**config.mk**
```make
export PLATFORM = sky130hd
export DESIGN_NAME = control_pila
export DESIGN_NICKNAME = d
export VERILOG_FILES = /design/src/rtl/control_pila_pkg.sv /design/src/rtl/contador_profundidad.sv /design/src/rtl/control_pila.sv
export SDC_FILE = /design/constraint.sdc
export NUM_CORES = 1
export LEC_CHECK = 0
export CAP_MARGIN = 15
export CORE_MARGIN = 5
export CORE_UTILIZATION = 42
export CTS_CLUSTER_DIAMETER = 120
export DETAILED_ROUTE_END_ITERATION = 12
export GPL_ROUTABILITY_DRIVEN = 0
export GPL_TIMING_DRIVEN = 0
export PLACE_DENSITY = 0.86
export SLEW_MARGIN = 20
export SYNTH_ARGS = -nofsm -noshare
export SYNTH_HDL_FRONTEND = slang
export SYNTH_HIERARCHICAL = 1
export SYNTH_SLANG_ARGS = --single-unit
```
**constraint.sdc**
```tcl
create_clock -name clk -period 2.9 [get_ports clk]
set_clock_uncertainty 0.2 [all_clocks]
set_input_delay 0.435 -clock clk [delete_from_list [all_inputs] [get_ports clk]]
set_output_delay 0.435 -clock clk [all_outputs]
set_load 0.02 [all_outputs]
```
**src/rtl/control_pila_pkg.sv**
```systemverilog
// Shared types and default sizing for the call/return sequencer.
package control_pila_pkg;

   // Sequencer states; encoding is fixed so it can be observed on debug buses.
   typedef enum logic [1:0] {
      REPOSO    = 2'd0,
      OPERACION = 2'd1,
      BLOQUEO   = 2'd2
   } estado_t;

   localparam int unsigned ANCHO_PC_DEF    = 8;
   localparam int unsigned PROFUNDIDAD_DEF = 511;
   localparam int unsigned ANCHO_PROF_DEF  = 9;

endpackage

```
**src/rtl/contador_profundidad.sv**
```systemverilog
// Stack depth counter with full/empty flags.
// Optional high-water mark enabled by CONTROL_PILA_MARCA_MAX_EN.
module contador_profundidad
   import control_pila_pkg::*;
#(
   parameter int unsigned PROFUNDIDAD = PROFUNDIDAD_DEF,
   parameter int unsigned ANCHO_PROF  = ANCHO_PROF_DEF
) (
   input  logic                  clk,
   input  logic                  reset,
   input  logic                  incrementa,
   input  logic                  decrementa,
   output logic [ANCHO_PROF-1:0] profundidad,
`ifdef CONTROL_PILA_MARCA_MAX_EN
   output logic [ANCHO_PROF-1:0] profundidad_max,
`endif
   output logic                  lleno,
   output logic                  vacio
);

   logic [ANCHO_PROF-1:0] cuenta_q, cuenta_d;

   // Next depth; the caller never asks to go past full or below empty.
   always_comb begin
      cuenta_d = cuenta_q;
      if (incrementa) begin
         cuenta_d = cuenta_q + ANCHO_PROF'(1);
      end else if (decrementa) begin
         cuenta_d = cuenta_q - ANCHO_PROF'(1);
      end
   end

   // Depth register.
   always_ff @(posedge clk) begin
      if (reset) begin
         cuenta_q <= '0;
      end else begin
         cuenta_q <= cuenta_d;
      end
   end

   assign profundidad = cuenta_q;
   assign lleno       = (cuenta_q == ANCHO_PROF'(PROFUNDIDAD));
   assign vacio       = (cuenta_q == '0);

`ifdef CONTROL_PILA_MARCA_MAX_EN
   logic [ANCHO_PROF-1:0] maximo_q;

   // High-water mark follows the depth on the same edge; only reset clears it.
   always_ff @(posedge clk) begin
      if (reset) begin
         maximo_q <= '0;
      end else if (cuenta_d > maximo_q) begin
         maximo_q <= cuenta_d;
      end
   end

   assign profundidad_max = maximo_q;
`endif

endmodule

```
**src/rtl/control_pila.sv**
```systemverilog
// Call/return sequencer driving the program stack (initiator side).
// CALL pushes PC+1 and jumps to the target; RET loads top of stack and pops.
// Optional macro CONTROL_PILA_MARCA_MAX_EN adds the profundidad_max output.
module control_pila
   import control_pila_pkg::*;
#(
   parameter int unsigned ANCHO_PC    = ANCHO_PC_DEF,
   parameter int unsigned PROFUNDIDAD = PROFUNDIDAD_DEF,
   parameter int unsigned ANCHO_PROF  = ANCHO_PROF_DEF
) (
   input  logic                  clk,
   input  logic                  reset,
   input  logic                  llamada,
   input  logic                  retorno,
   input  logic [ANCHO_PC-1:0]   pc_actual,
   input  logic [ANCHO_PC-1:0]   destino,
   output logic [ANCHO_PC-1:0]   pc_siguiente,
   output logic                  carga_pc,
   output logic                  ocupado,
   output logic                  pila_activa,
   output logic                  pila_push,
   output logic [ANCHO_PC-1:0]   pila_datos_out,
   input  logic [ANCHO_PC-1:0]   pila_datos_in,
   output logic [ANCHO_PROF-1:0] profundidad,
`ifdef CONTROL_PILA_MARCA_MAX_EN
   output logic [ANCHO_PROF-1:0] profundidad_max,
`endif
   output logic                  desbordamiento,
   output logic                  subdesbordamiento
);

   estado_t estado_q, estado_d;

   logic [ANCHO_PC-1:0] pc_q, pc_d;
   logic [ANCHO_PC-1:0] datos_q, datos_d;
   logic                carga_q, carga_d;
   logic                activa_q, activa_d;
   logic                push_q, push_d;
   logic                ocupado_q, ocupado_d;
   logic                desb_q, desb_d;
   logic                subdesb_q, subdesb_d;
   logic                incrementa, decrementa;
   logic                lleno, vacio;

   contador_profundidad #(
      .PROFUNDIDAD (PROFUNDIDAD),
      .ANCHO_PROF  (ANCHO_PROF)
   ) u_contador (
      .clk             (clk),
      .reset           (reset),
      .incrementa      (incrementa),
      .decrementa      (decrementa),
      .profundidad     (profundidad),
`ifdef CONTROL_PILA_MARCA_MAX_EN
      .profundidad_max (profundidad_max),
`endif
      .lleno           (lleno),
      .vacio           (vacio)
   );

   // Next state and next registered outputs; strobes default low, data holds.
   always_comb begin
      estado_d   = estado_q;
      pc_d       = pc_q;
      datos_d    = datos_q;
      carga_d    = 1'b0;
      activa_d   = 1'b0;
      push_d     = 1'b0;
      desb_d     = desb_q;
      subdesb_d  = subdesb_q;
      incrementa = 1'b0;
      decrementa = 1'b0;
      unique case (estado_q)
         REPOSO: begin
            // llamada has priority; a simultaneous retorno is dropped.
            if (llamada) begin
               if (!lleno) begin
                  activa_d   = 1'b1;
                  push_d     = 1'b1;
                  datos_d    = pc_actual + ANCHO_PC'(1);
                  pc_d       = destino;
                  carga_d    = 1'b1;
                  incrementa = 1'b1;
                  estado_d   = OPERACION;
               end else begin
                  desb_d   = 1'b1;
                  estado_d = BLOQUEO;
               end
            end else if (retorno) begin
               if (!vacio) begin
                  activa_d   = 1'b1;
                  pc_d       = pila_datos_in;
                  carga_d    = 1'b1;
                  decrementa = 1'b1;
                  estado_d   = OPERACION;
               end else begin
                  subdesb_d = 1'b1;
                  estado_d  = BLOQUEO;
               end
            end
         end
         OPERACION: begin
            // Stack acts on the edge that closes this cycle.
            estado_d = REPOSO;
         end
         BLOQUEO: begin
            estado_d = BLOQUEO;
         end
         default: begin
            estado_d = REPOSO;
         end
      endcase
      ocupado_d = (estado_d != REPOSO);
   end

   // State and output registers; reset drops any pending strobe.
   always_ff @(posedge clk) begin
      if (reset) begin
         estado_q  <= REPOSO;
         pc_q      <= '0;
         datos_q   <= '0;
         carga_q   <= 1'b0;
         activa_q  <= 1'b0;
         push_q    <= 1'b0;
         ocupado_q <= 1'b0;
         desb_q    <= 1'b0;
         subdesb_q <= 1'b0;
      end else begin
         estado_q  <= estado_d;
         pc_q      <= pc_d;
         datos_q   <= datos_d;
         carga_q   <= carga_d;
         activa_q  <= activa_d;
         push_q    <= push_d;
         ocupado_q <= ocupado_d;
         desb_q    <= desb_d;
         subdesb_q <= subdesb_d;
      end
   end

   assign pc_siguiente      = pc_q;
   assign carga_pc          = carga_q;
   assign ocupado           = ocupado_q;
   assign pila_activa       = activa_q;
   assign pila_push         = push_q;
   assign pila_datos_out    = datos_q;
   assign desbordamiento    = desb_q;
   assign subdesbordamiento = subdesb_q;

endmodule

```
Word-level counts from Yosys, hierarchy flattened
Index checks and enable logic that the tools add are counted.

storage, ports and cells
  bits in registers = 32
  latch bits = 0
  memory bits (writable) = 0
  bits in read-only memories = 0
  bits of input ports = 28
  output and inout port bits = 31
  logic and storage cells = 48
  memories = 0

cells by class
  add/sub/neg operators = 3
  multipliers = 0
  div/mod/pow operators = 0
  order comparisons = 0
  equality and inequality tests = 4
  shift operators = 0
  mux-type cells = 19
  bitwise operators = 3
  reduce and logical (&&, ||, !) cells = 10

operator list
  kind                   count
  $mux W8                4
  $mux W9                2
  $add A9 B1 Y9 const B  1
  $eq A9 B9 Y1 const B   1
  $logic_not A9 Y1       1
  $sub A9 B1 Y9 const B  1
  $add A8 B1 Y8 const B  1
  $mux W1                8
  $mux W2                4
  $reduce_and A4 Y1      2
  $reduce_and A3 Y1      2
  $reduce_bool A2 Y1     3
  $ne A2 B2 Y1 const B   2
  $pmux W2 S2            1
  $not A1 Y1             3
  $eq A2 B2 Y1 const B   1
  $logic_not A2 Y1       1
  $reduce_or A2 Y1       1

Longest topological paths before layout
  depth after elaboration = 7
  mapped depth = 10
  gate-level depth less buffers = 9

Modules after synthesis
The synthesis kept the hierarchy.

modules (own cells, without submodules)
  module                times used  cells an instance  area an instance (sq um)  sequential area each (sq um)
  control_pila          1           119                1126.1                    460.4
  contador_profundidad  1           99                 745.7                     180.2

Least setup slack after synthesis
No wires, ideal clock.

  kind = register to register
  start = register u_contador.cuenta_q[1], in the netlist u_contador/profundidad[1]
  end = register u_contador.cuenta_q[5], in the netlist u_contador/profundidad[5]
  setup time = 62 ps
  arrival time = 2663 ps
  data required time = 2638 ps
  slack = -25 ps
  cell stages (with the launch flop) = 11
  path buffers = 1
  period minus slack after synthesis = 2925 ps
  path through = dfxtp_1 > nand4_1 > nor3_1 > nor4b_2 > buf_2 > inv_1 > ha_1 > a21oi_2 > a21oi_1 > or4_1 > nand3_1

on the way
  elaborated cells on any way between the ends = 14
  those cells by class = add/sub: 2; eq/ne: 1; mux: 9; reduce/logical: 2

RTL lines
  element                                               RTL line                    text
  start, declared                                       contador_profundidad.sv:21  logic [ANCHO_PROF-1:0] cuenta_q, cuenta_d;
  start signal, assigned                                contador_profundidad.sv:38  cuenta_q <= cuenta_d;
  $eq A9 B9 Y1 *                                        contador_profundidad.sv:43  assign lleno = (cuenta_q == ANCHO_PROF'(PROFUNDIDAD));
  via lleno                                             control_pila.sv:43          logic lleno, vacio;
  $mux W1 *                                             control_pila.sv:77          if (!lleno) begin
  $mux W1 *                                             control_pila.sv:76          if (llamada) begin
  $mux W1 *                                             --
  via incrementa                                        control_pila.sv:42          logic incrementa, decrementa;
  $mux W9 / $reduce_bool A2 Y1 (equally long branches)  --

The timed path passes the listed nets; every way through them passes the cells marked *. The select of a mux whose other input is x is not followed.
A chain may end at the register's enable or synchronous reset.

Worst setup path after layout
  start = register u_contador.cuenta_q[2], in the netlist u_contador/profundidad[2]
  end = register u_contador.cuenta_q[5], in the netlist u_contador/profundidad[5]

The elaborated chain is that of the path after synthesis.

==> reports/metrics.cfg <==
[worst_hold_path]
whs_path_depth=2
hp-class=reg2reg
hold_start=pc_siguiente[2]
worstHoldEndpoint=pc_siguiente[2]

[worst_setup_path]
crit_required_ps=2920
cpMaxStageDelayCell=or4_1
start_kind=register
cp_max_fo=8
worst-path-buf-inv=2
crit_chain=nand4_1 -> nor3_4 -> nor4b_4 -> buf_6 -> clkinvlp_4 -> ha_4 -> a21oi_2 -> a21oi_1 -> or4_1 -> nand3_1
crit_arrival_ps=2740
r2r-start=u_contador/profundidad[2]
path_class=reg2reg
r2r_slack_ps=180
critical-path-max-stage-delay_ps=470
r2r_end=u_contador/profundidad[5]
worstSetupEndpointType=register
r2r_cells=10
cp_top_family=simple AND/OR/NAND/NOR gates

[route]
drc_errors=0
vias=1870
viasPerCell=5.53
firstDrtPassIters=4
drt_iter0_drc=137
wl_per_cell_um=14.2
ant_nets=0
totalWireLength_um=4810

[placed_design]
portBuffers=57
place_ws_ps=-392
hpwl_um=3650
dp.cells=327

[synth]
ys.flop_type=dfxtp_1
yosysUniqueCellTypes=48
syn_avg_cell_area_um2=8.59
yosys_register_bits=32
netlist_instances=218
syn-cell-area_mm2=0.00187
syn-num-nets=255
synth_edf_count=0
synthArstFlopShare_pct=0
ys_seq_area_share_pct=34.2
ys.warnings.count=6

[clock_network]
cts-buffers-inserted=5
cts_tree=built
cts_root_buf=clkbuf_8
cts.htree.levels=2
clock_sinks=32
clk_path_buf_depth=2
cts.clk_slew.worst_paths_ps=70
clk_latency_ps=280

[global_routing]
grt_usage_pct=16.7
grt_max_degree=16
grt_pass1_wl_um=8200
grt_pass1_vias=1837
met1_usage_pct=19.8
grt_antenna_before_repair=0
grt_use_met3_pct=4.45
overflow=0
grt_use_met2_pct=26.7
busiest_layer=met2

[sta]
setup_violations=0
hold_viol_final=0
tightest_slew_ps=596
rsz0062_at_grt=false
final-max-slew-violation-count=0
slew_headroom_pct=59.7
worst_slack_ps=184
fin_crit_sh_pct=93.6
period_minus_slack_ps=2720
fmax_mhz=368

[pwr]
power_density_mw_per_mm2=821
p_leak_nw=0.996
vdd_drop_max_v=0.000341

[floorplan]
start_util_pct=43.0
core_mm2=0.00435
floorplan.io_pins=59
die_h_um=76.8
rows=24
die_w_um=76.8
die-area_mm2=0.00589

[final_layout]
diodes=0
utilization_pct=61.8
drive_gt1_share_pct=15.0
syn_to_final_growth_pct=43.7
final_cells=338
n_fill_cell=396
final_nets=322

[flow_run]
drv_cap=0

[status]
status=finished, final reports clean

kinds of logic (layout without fill, tap and decap cells):
group | Yosys count | count (layout) | synth area share (%)
XOR/XNOR | 4 | 4 | 1.87
multiplexers | 8 | 8 | 4.81
AO/OA/AOI/OAI | 61 | 61 | 24.1
flip-flops | 32 | 32 | 34.2
AND/OR/NAND/NOR | 76 | 76 | 21.7
adder cells (fa/ha/maj) | 9 | 9 | 6.42
buffers and inverters | 28 | 96 | 6.88
layer usage:
| metal | vias up | share of wire [%] |
|---|---|---|
| met5 | - | 0 |
| li1 | 937 | - |
| met2 | 73 | 47 |
| met1 | 845 | 42 |
| met3 | 15 | 7.5 |
| met4 | 0 | 3.0 |
power breakdown:
part           switching, mW  leakage, nW  internal [mW]
clock                  0.164       0.0552          0.255
combinational          0.603        0.676          0.526
sequential             0.115        0.265          0.545
total                  0.882        0.996           1.33
state kept, by name, indices dropped and copies added, names as in the netlist:
register / flops
desbordamiento: 1
estado_q: 2
ocupado: 1
pc_siguiente: 8
pila_activa: 1
pila_datos_out: 8
pila_push: 1
subdesbordamiento: 1
u_contador/profundidad: 9
area by class of cell:
cell class	count	area (um2)	share of cell area, %
multi-input combinational	158	1140	42.6
clock buffer	6	72.6	2.70
buffer	13	78.8	2.93
inverter	15	60.1	2.23
timing repair buffer	60	593	22.0
sequential	32	641	23.8
clock inverter	2	35.0	1.30
tap	52	65.1	2.42
metrics by stage:
| step | area [um2] | hold slack (ps) | TNS, ps | power, mW |
|---|---|---|---|---|
| 2_1_floorplan | 1890 | 279 | -8.76 | 1.36 |
| 3_3_place_gp | 2520 | 250 | -1560 | 1.72 |
| 3_5_place_dp | 2520 | 255 | -1690 | 1.75 |
| 4_1_cts | 2660 | 266 | 0 | 2.18 |
| 5_1_grt | 2690 | 293 | 0 | 2.36 |
| 6_report | 2690 | 263 | 0 | 2.21 |
cell usage in the layout, fill, tap and decap left out, types with 6 or more instances in the layout:
cell             synthesis  layout
inv_1                   15      14
nor2_1                  20      20
mux2_2                   8       8
o21ai_0                  9       8
a21oi_1                 12      11
nand3_1                  9       9
dfxtp_1                 32      32
ha_1                     8       7
nor3_1                   7       6
a211oi_2                 8       8
a211oi_1                16      16
nand2_1                 10      10
clkdlybuf4s50_1          0      57
worst min-delay path, delay by kind of cell (launching register included):
kind            cells  cell delay (ps)
flops               1              310
compound gates      1               50
buf+inv             1               60
worst max-delay path by stage:
| stage | from | endpoint | slack (ps) | cells past startpoint |
|---|---|---|---|---|
| 2_1_floorplan | u_contador/profundidad[2] | u_contador/profundidad[5] | -9 | 10 |
| 3_3_place_gp | u_contador/profundidad[1] | u_contador/profundidad[5] | -360 | 10 |
| 3_5_place_dp | u_contador/profundidad[1] | u_contador/profundidad[6] | -390 | 10 |
| 4_1_cts | u_contador/profundidad[1] | u_contador/profundidad[6] | 8 | 10 |
| 5_1_grt | estado_q[1] | u_contador/profundidad[7] | 30 | 7 |
| 6_report | u_contador/profundidad[2] | u_contador/profundidad[5] | 180 | 10 |
timing repair:
item                       CTS  global route
hold buffers                 0             0
gates resized for setup      4             5
pin swaps                    1             0
hold endpoints to repair     0             0
setup endpoints to repair    7             6
setup buffers                1             2
cells in the mapped netlist (2+ instances only):
master / count / area share (%)
buf_1: 2 / 0.40
clkbuf_1: 4 / 0.80
nand3_1: 9 / 2.4
nor3_1: 7 / 1.9
a311oi_1: 3 / 1.4
a211oi_1: 16 / 6.4
nand3b_1: 4 / 1.6
a211oi_2: 8 / 5.3
xnor2_1: 3 / 1.4
nor2_1: 20 / 4.0
nand4_1: 2 / 0.67
or3_1: 5 / 1.7
ha_1: 8 / 5.3
or3b_1: 2 / 0.94
o21ai_0: 9 / 2.4
nand2_1: 10 / 2.0
buf_6: 2 / 1.2
buf_2: 4 / 1.1
a21oi_1: 12 / 3.2
dfxtp_1: 32 / 34
nand2b_1: 4 / 1.3
mux2_2: 8 / 4.8
a211o_1: 2 / 0.94
o22ai_1: 2 / 0.67
inv_1: 15 / 3.0
nor4_1: 2 / 0.67
nor2b_1: 2 / 0.67
Note: power is estimated with default switching activity, not from simulation.
